===== src/rtl/port_select_arbiter_if.sv =====
// Request/grant bundle between the requesting units and the port-select
// arbiter. The master side is the arbiter (drives grant/sel/busy/preempt);
// the slave side is the requester population (drives req).
interface port_select_arbiter_if;
    logic [7:0] req;
    logic [7:0] grant;
    logic [2:0] sel;
    logic       busy;
    logic       preempt;

    modport master (
        input  req,
        output grant,
        output sel,
        output busy,
        output preempt
    );

    modport slave (
        output req,
        input  grant,
        input  sel,
        input  busy,
        input  preempt
    );
endinterface


===== src/rtl/port_select_arbiter.sv =====
// Round-robin owner of the 8-way port-select mux.
// An owner keeps the mux until it drops its request, or until it has held
// MAX_HOLD cycles while someone else is waiting. Every hand-off passes
// through a single grant-free GAP cycle so that sel only moves while grant
// is zero. All outputs come straight from flops.
module port_select_arbiter #(
    parameter int unsigned MAX_HOLD = 16
) (
    input  logic                  clock,
    input  logic                  reset,
    port_select_arbiter_if.master bus
);

    typedef enum logic [1:0] {
        ST_IDLE = 2'd0,
        ST_OWN  = 2'd1,
        ST_GAP  = 2'd2
    } state_e;

    localparam logic [7:0] MAX_HOLD_C = MAX_HOLD[7:0];

    // Round-robin pick: first set bit scanning upward from last+1, modulo 8.
    // The loop runs from the farthest position to the nearest so that the
    // nearest requester is the one left in the result. Returns {found, idx}.
    function automatic logic [3:0] rr_pick(input logic [7:0] req_v,
                                           input logic [2:0] last);
        logic [3:0] res;
        logic [2:0] idx;
        res = 4'b0000;
        for (int i = 8; i >= 1; i--) begin
            idx = last + 3'(i);
            res = req_v[idx] ? {1'b1, idx} : res;
        end
        return res;
    endfunction

    state_e     state_q,    state_d;
    logic [7:0] grant_q,    grant_d;
    logic [2:0] sel_q,      sel_d;
    logic       busy_q,     busy_d;
    logic       preempt_q,  preempt_d;
    logic [2:0] last_idx_q, last_idx_d;
    logic [7:0] count_q,    count_d;

    logic [3:0] win_s;
    logic       win_valid_s;
    logic [2:0] win_idx_s;
    logic       owner_req_s;
    logic       others_s;
    logic       expired_s;

    assign win_s       = rr_pick(bus.req, last_idx_q);
    assign win_valid_s = win_s[3];
    assign win_idx_s   = win_s[2:0];
    assign owner_req_s = bus.req[sel_q];
    assign others_s    = |(bus.req & ~(8'b0000_0001 << sel_q));
    assign expired_s   = (count_q == MAX_HOLD_C);

    // State and output registers; reset wins over everything, even mid-grant.
    always_ff @(posedge clock) begin
        if (reset) begin
            state_q    <= ST_IDLE;
            grant_q    <= 8'h00;
            sel_q      <= 3'd0;
            busy_q     <= 1'b0;
            preempt_q  <= 1'b0;
            last_idx_q <= 3'd7;
            count_q    <= 8'd0;
        end else begin
            state_q    <= state_d;
            grant_q    <= grant_d;
            sel_q      <= sel_d;
            busy_q     <= busy_d;
            preempt_q  <= preempt_d;
            last_idx_q <= last_idx_d;
            count_q    <= count_d;
        end
    end

    // Next-state decision: release beats expiry, expiry needs a waiter.
    always_comb begin
        state_d = state_q;
        case (state_q)
            ST_IDLE, ST_GAP: begin
                if (win_valid_s) begin
                    state_d = ST_OWN;
                end else begin
                    state_d = ST_IDLE;
                end
            end
            ST_OWN: begin
                if (!owner_req_s) begin
                    state_d = ST_GAP;
                end else if (expired_s && others_s) begin
                    state_d = ST_GAP;
                end else begin
                    state_d = ST_OWN;
                end
            end
            default: begin
                state_d = ST_IDLE;
            end
        endcase
    end

    // Next values of the registered outputs and the tenure bookkeeping.
    always_comb begin
        grant_d    = grant_q;
        sel_d      = sel_q;
        last_idx_d = last_idx_q;
        count_d    = count_q;
        preempt_d  = 1'b0;
        case (state_q)
            ST_IDLE, ST_GAP: begin
                if (win_valid_s) begin
                    grant_d    = 8'b0000_0001 << win_idx_s;
                    sel_d      = win_idx_s;
                    last_idx_d = win_idx_s;
                    count_d    = 8'd1;
                end else begin
                    grant_d    = 8'h00;
                    count_d    = 8'd0;
                end
            end
            ST_OWN: begin
                if (!owner_req_s) begin
                    grant_d = 8'h00;
                    count_d = 8'd0;
                end else if (expired_s && others_s) begin
                    grant_d   = 8'h00;
                    count_d   = 8'd0;
                    preempt_d = 1'b1;
                end else if (expired_s) begin
                    count_d = count_q;
                end else begin
                    count_d = count_q + 8'd1;
                end
            end
            default: begin
                grant_d = 8'h00;
                count_d = 8'd0;
            end
        endcase
        busy_d = |grant_d;
    end

    assign bus.grant   = grant_q;
    assign bus.sel     = sel_q;
    assign bus.busy    = busy_q;
    assign bus.preempt = preempt_q;

endmodule


===== src/flat_wrapper.sv =====
// flat-port wrapper written by rule: the top's interface ports become plain ports
module port_select_arbiter_flat 
#(
    parameter int unsigned MAX_HOLD = 16
)
  (clock, reset, bus_req, bus_grant, bus_sel, bus_busy, bus_preempt);
  port_select_arbiter_if bus_i ();
  input  logic clock;
  input  logic reset;
  input wire logic [$bits(bus_i.req)-1:0] bus_req;
  output wire logic [$bits(bus_i.grant)-1:0] bus_grant;
  output wire logic [$bits(bus_i.sel)-1:0] bus_sel;
  output wire logic [$bits(bus_i.busy)-1:0] bus_busy;
  output wire logic [$bits(bus_i.preempt)-1:0] bus_preempt;
  assign bus_i.req = bus_req;
  assign bus_grant = bus_i.grant;
  assign bus_sel = bus_i.sel;
  assign bus_busy = bus_i.busy;
  assign bus_preempt = bus_i.preempt;
  port_select_arbiter #(.MAX_HOLD(MAX_HOLD)) u_core (.clock(clock), .reset(reset), .bus(bus_i));
endmodule

===== config.mk =====
export PLATFORM = sky130hd
export DESIGN_NAME = port_select_arbiter_flat
export DESIGN_NICKNAME = d
export VERILOG_FILES = /design/src/rtl/port_select_arbiter_if.sv /design/src/rtl/port_select_arbiter.sv /design/src/flat_wrapper.sv
export SDC_FILE = /design/constraint.sdc
export NUM_CORES = 1
export LEC_CHECK = 0
export BUFFER_PORTS_ARGS = -buffer_cell sky130_fd_sc_hd__buf_2
export CAP_MARGIN = 25
export CORE_UTILIZATION = 50
export CTS_BUF_LIST = sky130_fd_sc_hd__clkbuf_4 sky130_fd_sc_hd__clkbuf_8
export CTS_CLUSTER_DIAMETER = 60
export DETAILED_ROUTE_END_ITERATION = 10
export PLACE_DENSITY = 0.69
export SLEW_MARGIN = 10
export SYNTH_ARGS = -nofsm -noshare
export SYNTH_HDL_FRONTEND = slang
export SYNTH_SLANG_ARGS = --single-unit

===== constraint.sdc =====
create_clock -name clock -period 5 [get_ports clock]
set_clock_uncertainty 0.2 [all_clocks]
set_input_delay 1 -clock clock [delete_from_list [all_inputs] [get_ports clock]]
set_output_delay 1 -clock clock [all_outputs]
set_load 0.03 [all_outputs]

# Yosys cells after proc, flatten, opt, wreduce, memory -nomap -nowiden
# Cells that the tools add are included.
# W data, S select, Z words.
[classes]
bitwise_logic = 4
n_eq_ne = 4
n_reduce_logical = 7
mul = 0
div_mod_pow = 0
order_cmp = 9
mux = 40
shifts = 2
addsub = 8
[ops]
columns = ["cell", "count"]
rows = [
  ["$mux W8", 6],
  ["$lt A3 B4 Y1 const B", 9],
  ["$mux W4", 8],
  ["$pmux W8 S2", 2],
  ["$bmux W1 S3", 9],
  ["$reduce_or A8 Y1", 2],
  ["$shl A1 B3 Y8 const A", 2],
  ["$add A3 B3 Y3 const B", 4],
  ["$mux W1", 12],
  ["$add A8 B1 Y8 const B", 1],
  ["$and A8 B8 Y8", 1],
  ["$eq A8 B5 Y1 const B", 1],
  ["$not A8 Y8", 1],
  ["$add A3 B2 Y3 const B", 2],
  ["$mux W2", 2],
  ["$ne A4 B4 Y1 const B", 1],
  ["$pmux W2 S2", 1],
  ["$add A3 B1 Y3 const B", 1],
  ["$reduce_or A3 Y1", 1],
  ["$eq A2 B1 Y1 const B", 1],
  ["$eq A2 B2 Y1 const B", 1],
  ["$logic_not A2 Y1", 1],
  ["$not A1 Y1", 2],
  ["$reduce_and A2 Y1", 1],
  ["other kinds (2)", 2],
]
[totals]
mem_bits_rw = 0
rom_bits = 0
regBits = 26
in_bits = 10
latchBits = 0
mem_count = 0

# Longest topological paths before layout
[depth]
ltp_word = 14
mapped_depth = 12
mapped_depth_nobuf = 9

# Worst setup path after synthesis
# OpenSTA, ideal clock, no wires.
[synth_timing]
path_kind = "input -> register"
startpoint = "input port bus_req[5]"
endpoint = "register u_core.grant_q[2] (netlist: u_core.bus.grant[2])"
setup_slack_ns = 1.608
path_buffers = 1
cell_stages = 8
t_arrival_ns = 3.100
cell_sequence = "buf_2 -> mux4_2 -> mux2_4 -> a2111oi_4 -> o311a_1 -> a311oi_1 -> or3_4 -> o32ai_1"
[synth_via]
elab_chain_cells = 13
word_cells_on_any_way = 34
[synth_lines]
columns = ["item", "line_no", "source"]
rows = [
  ["start, declared", "flat_wrapper.sv:10", "input wire logic [$bits(bus_i.req)-1:0] bus_req;"],
  ["$bmux W1 S3", "port_select_arbiter.sv:32", "res = req_v[idx] ? {1'b1, idx} : res;"],
  ["$mux W1 (implied by the code)", "port_select_arbiter.sv:32", ""],
  ["$mux W4 (8 in series)", "port_select_arbiter.sv:32", ""],
  ["$shl A1 B3 Y8", "port_select_arbiter.sv:116", "grant_d = 8'b0000_0001 << win_idx_s;"],
  ["$mux W8", "port_select_arbiter.sv:115", "if (win_valid_s) begin"],
  ["$pmux W8 S2 *", "port_select_arbiter.sv:113", "case (state_q)"],
  ["end signal, assigned", "port_select_arbiter.sv:71", "grant_q <= grant_d;"],
  ["end, declared", "port_select_arbiter.sv:38", "logic [7:0] grant_q, grant_d;"],
]
# Every way passes the cells marked *; elsewhere a longest branch is shown, timed or not. The select of a mux whose other input is x is not followed.
# A chain may end at the register's enable or synchronous reset.

# Worst setup path after layout
[layout_timing]
startpoint = "register u_core.last_idx_q[0]"
endpoint = "register u_core.grant_q[5] (netlist: u_core.bus.grant[5])"
[layout_via]
elab_chain_cells = 13
word_cells_on_any_way = 34
[layout_lines]
columns = ["item", "line_no", "source"]
rows = [
  ["start, declared", "port_select_arbiter.sv:42", "logic [2:0] last_idx_q, last_idx_d;"],
  ["start signal, assigned", "port_select_arbiter.sv:75", "last_idx_q <= last_idx_d;"],
  ["$add A3 B3 Y3 / $bmux W1 S3 (equally long branches)", "port_select_arbiter.sv:31, port_select_arbiter.sv:32", ""],
  ["$bmux W1 S3 / $mux W1 (equally long branches)", "port_select_arbiter.sv:32", ""],
  ["$mux W1 (implied by the code) / $mux W4 (equally long branches)", "port_select_arbiter.sv:32", ""],
  ["$mux W4 (6 in series)", "port_select_arbiter.sv:32", ""],
  ["$mux W4 *", "port_select_arbiter.sv:32", ""],
  ["$shl A1 B3 Y8", "port_select_arbiter.sv:116", ""],
  ["$mux W8 *", "port_select_arbiter.sv:115", ""],
  ["$pmux W8 S2 *", "port_select_arbiter.sv:113", ""],
]
# Marks and branches as above.

==> reports/summary.log <==
[placement] input/output buffers 22
[power_and_ir_drop] Switching Fraction 0.498
[routing] Avg WL per Cell 17.8 um
[critical_path] crit-path max cell delay 0.78 ns
[synthesis] flops & latches, synth 26
[routing] Post-route DRC 0
[routing] length of the first detailed-routing pass in iterations 4
[routing] met3 layer wire length in the routed design 262 um
[critical_path] chain of cells forming the critical path buf_4 -> inv_2 -> ha_1 -> mux4_2 -> mux2_4 -> a222oi_1 -> a31oi_1 -> a311oi_1 -> nor3b_2 -> a32o_1
[synthesis] Synth top area share 0.234
[critical_path] Required @ worst endpoint 5.01 ns
[cells_and_area] Final #Nets 262
[critical_path] source of the critical timing path u_core.last_idx_q[0]
[floorplanning] starting utilization of the core area 0.537
[synthesis] synthesized area 0.00222 sq mm
[routing] Routed met2 length 2360 um
[clock_tree] Clock Root Buffer sky130_fd_sc_hd__clkbuf_8
[power_and_ir_drop] total power divided by cell area 698 mW/mm^2
[clock_tree] largest buffer count on any clock path 2
[routing] drt initial violations 130
[clock_tree] clock sink count 26
[clock_tree] post-cts gate resize count 0
[routing] number of antenna-violating nets in the routed design 0
[critical_path] startpoint class of the critical path flop
[synthesis] largest cells by area after synthesis sky130_fd_sc_hd__dfxtp_1 (23%), sky130_fd_sc_hd__mux4_2 (17%), sky130_fd_sc_hd__mux2i_1 (4.5%)
[timing] count of final hold-check violations 0
[synthesis] total number of yosys warnings 0
[clock_tree] cts hold-fix bufs 0
[timing] final-report max-slew violation count 0
[cells_and_area] count of antenna diodes in the layout 0
[floorplanning] Floorplan Core Area 0.00414 sq mm
[floorplanning] x dimension of the die 68.7 um
[global_routing] wire length of the first global-routing pass 8880 um
[timing] Finish-stage setup viols 0
[synthesis] synthesized instance count 240
[cells_and_area] area delta synth->final 6.47%
[worst_hold_path] type of the most critical hold path reg2reg
[critical_path] Crit-path slowest cell sky130_fd_sc_hd__ha_1
[placement] total placed instance area 0.00231 sq mm
[critical_path] kind of critical path reg2reg
[placement] Detail Placement HPWL 3790 um
[worst_hold_path] beginning of the worst hold path u_core.bus.grant[7]
[global_routing] global-route usage over all layers 0.251
[synthesis] top_reg_cell synth sky130_fd_sc_hd__dfxtp_1
[clock_tree] post-CTS repair timing setup buffer count 0
[synthesis] share of flip-flops with an asynchronous set or reset after synthesis 0
[power_and_ir_drop] combinational group share of total power 0.718
[timing] Tightest Pin Transition 0.855 ns
[global_routing] number of antenna violations at the first check in global routing 0
[timing] total negative slack for setup checks 0 ns
[critical_path] CP Data Arrival Time 4.00 ns
[floorplanning] Std-Cell Rows 23
[critical_path] worst-path fanout max 18
[global_routing] number of global-route vias before repair 1741
[synthesis] cell taking the most area after synthesis sky130_fd_sc_hd__dfxtp_1
[timing] RSZ-0062 raised after global routing no
[timing] normalized max-slew margin 0.425
[clock_tree] H-tree Lvls 1
[global_routing] grt ovf 0
[clock_tree] CTS clk-pin slew, worst paths 0.09 ns
[routing] top routing layer in use met4
[power_and_ir_drop] share of power burned in the clock network 0.080
[timing] final worst-path cycle share 0.798
[power_and_ir_drop] reported net switching power 824 uW
[floorplanning] floorplan die height 68.7 um
[timing] Max Freq 251 MHz
[timing] final critical delay including setup and external delays 3.99 ns
[cells_and_area] Final Cell Area 0.00237 sq mm
[cells_and_area] share of final-layout standard cells stronger than drive strength 1 0.251
[placement] GP Congestion 0.976
[job] max-cap viol count 0
[synthesis] Mapped Nets 254
[run_status] result of the run completed
[power_and_ir_drop] Power Internal 829 uW
[routing] Routed WL 5280 um
[synthesis] number of distinct library cells after synthesis 57
[clock_tree] TritonCTS clock tree done
[timing] worst-case hold slack 0.274 ns
[clock_tree] later-pin clock latency in the skew report 0.27 ns
[floorplanning] top-level I/O count 23
[synthesis] post-synthesis average cell area 9.27 sq um
[critical_path] kind of capture point of the worst setup path flop
[power_and_ir_drop] static power due to leakage 0.000905 uW
[routing] detailed-routing wirelength on met1 2560 um
[routing] Vias/cell 6.49
[clock_tree] total CTS buffers 3
[synthesis] number of synthesized flops with an enable pin 0
[critical_path] critical register-to-register path startpoint u_core.last_idx_q[0]
[power_and_ir_drop] worst vdd ir 0.000279 V
[synthesis] fraction of the yosys area taken by sequential cells 0.234
[power_and_ir_drop] proportion of power drawn by flip-flops and latches 0.201
[routing] number of vias after detailed routing 1928
[global_routing] maximum number of pins on one net before global-route repair 22
[floorplanning] DIE AREA 0.00472 sq mm
==> cells by family after synthesis <==
logic type / count (synthesis) / synth area share
multiplexers: 35 / 0.261
AND/OR/NAND/NOR: 72 / 0.169
XOR/XNOR: 10 / 0.0394
flip-flops: 26 / 0.234
adder cells (fa/ha/maj): 4 / 0.0225
buffers and inverters: 35 / 0.0681
AO/OA/AOI/OAI: 58 / 0.206
==> cell usage in the layout (no fill, tap or decap), types with 4 or more instances in the layout <==
master,n
sky130_fd_sc_hd__clkbuf_8,4
sky130_fd_sc_hd__o21bai_1,4
sky130_fd_sc_hd__mux4_2,17
sky130_fd_sc_hd__inv_1,13
sky130_fd_sc_hd__dfxtp_1,26
sky130_fd_sc_hd__o32ai_1,4
sky130_fd_sc_hd__nand2_1,8
sky130_fd_sc_hd__nor2_1,23
sky130_fd_sc_hd__a221oi_1,4
sky130_fd_sc_hd__a31oi_1,5
sky130_fd_sc_hd__nand3_1,9
sky130_fd_sc_hd__xor2_1,6
sky130_fd_sc_hd__xnor2_1,4
sky130_fd_sc_hd__buf_2,22
sky130_fd_sc_hd__ha_1,4
sky130_fd_sc_hd__mux2_2,6
sky130_fd_sc_hd__nor3_1,10
sky130_fd_sc_hd__a21oi_1,10
sky130_fd_sc_hd__o21ai_0,5
sky130_fd_sc_hd__a32o_1,4
sky130_fd_sc_hd__mux2i_1,10
==> cell usage after synthesis (all sizes together) (4+ instances only) <==
library cell  instances
a21oi                10
o21bai                4
and2                  4
o21ai                 5
xor2                  6
inv                  14
nor3                 10
ha                    4
a32o                  4
mux4                 17
mux2                  8
mux2i                10
o32ai                 4
nand3                 9
clkbuf               11
dfxtp                26
xnor2                 4
nor2                 23
a221oi                4
nand2                 8
buf                  10
a31oi                 5
==> per-layer routing <==
metal  GRT usage  vias up
met5           0        -
li1            -      934
met1       0.386      925
met2       0.362       59
met3      0.0428       10
met4      0.0587        0
==> worst max-delay path, delay by kind of cell, from the launching register on <==
kind | cells | cell delay (ns)
AO/OA/AOI/OAI | 4 | 1.09
multiplexers | 2 | 0.82
adder cells (fa/ha/maj) | 1 | 0.78
AND/OR/NAND/NOR | 1 | 0.37
buffers and inverters | 2 | 0.35
flip-flops | 1 | 0.32
==> flip-flops by register name, summed over array words and instances, names as in the netlist <==
| signal | count |
|---|---|
| u_core.bus.grant | 8 |
| u_core.count_q | 8 |
| u_core.bus.sel | 3 |
| u_core.last_idx_q | 3 |
| u_core.state_q | 2 |
| u_core.bus.busy | 1 |
| u_core.bus.preempt | 1 |
==> power groups by stage <==
stage / clock, uW / combinational, uW / sequential (uW)
floorplan: 0 / 893 / 381
global placement: 0 / 1180 / 338
detailed placement: 0 / 1170 / 338
CTS: 136 / 1170 / 334
global route: 145 / 1280 / 346
finish: 133 / 1190 / 333
==> metrics by stage <==
stage | utilization | total power [uW] | setup WS [ns] | cells
after floorplan | - | 1270 | 1.61 | 240
after global placement | 0.558 | 1510 | 1.15 | 293
after detailed placement | 0.558 | 1510 | 1.08 | 293
after CTS | 0.572 | 1640 | 1.06 | 297
after global routing | 0.572 | 1780 | 0.715 | 297
final | 0.572 | 1650 | 1.01 | 297
==> final cells by class <==
type | instances | area (sq um)
Tap cell | 50 | 62.6
Inverter | 14 | 52.6
Sequential cell | 26 | 520
Multi-Input combinational cell | 179 | 1550
Timing Repair Buffer | 24 | 125
Clock buffer | 4 | 55.1
Fill cell | 389 | 1780
==> path summary, 6_finish.rpt <==
kind | endpoint | slack [ns] | cells after the start
worst min-delay path | u_core.bus.grant[7] | 0.27 | 2
worst max-delay path | u_core.bus.grant[5] | 1.01 | 10
worst min register to register | u_core.bus.grant[7] | 0.27 | 2
worst max register to register | u_core.bus.grant[5] | 1.01 | 10
(Power assumes the default switching activity.)
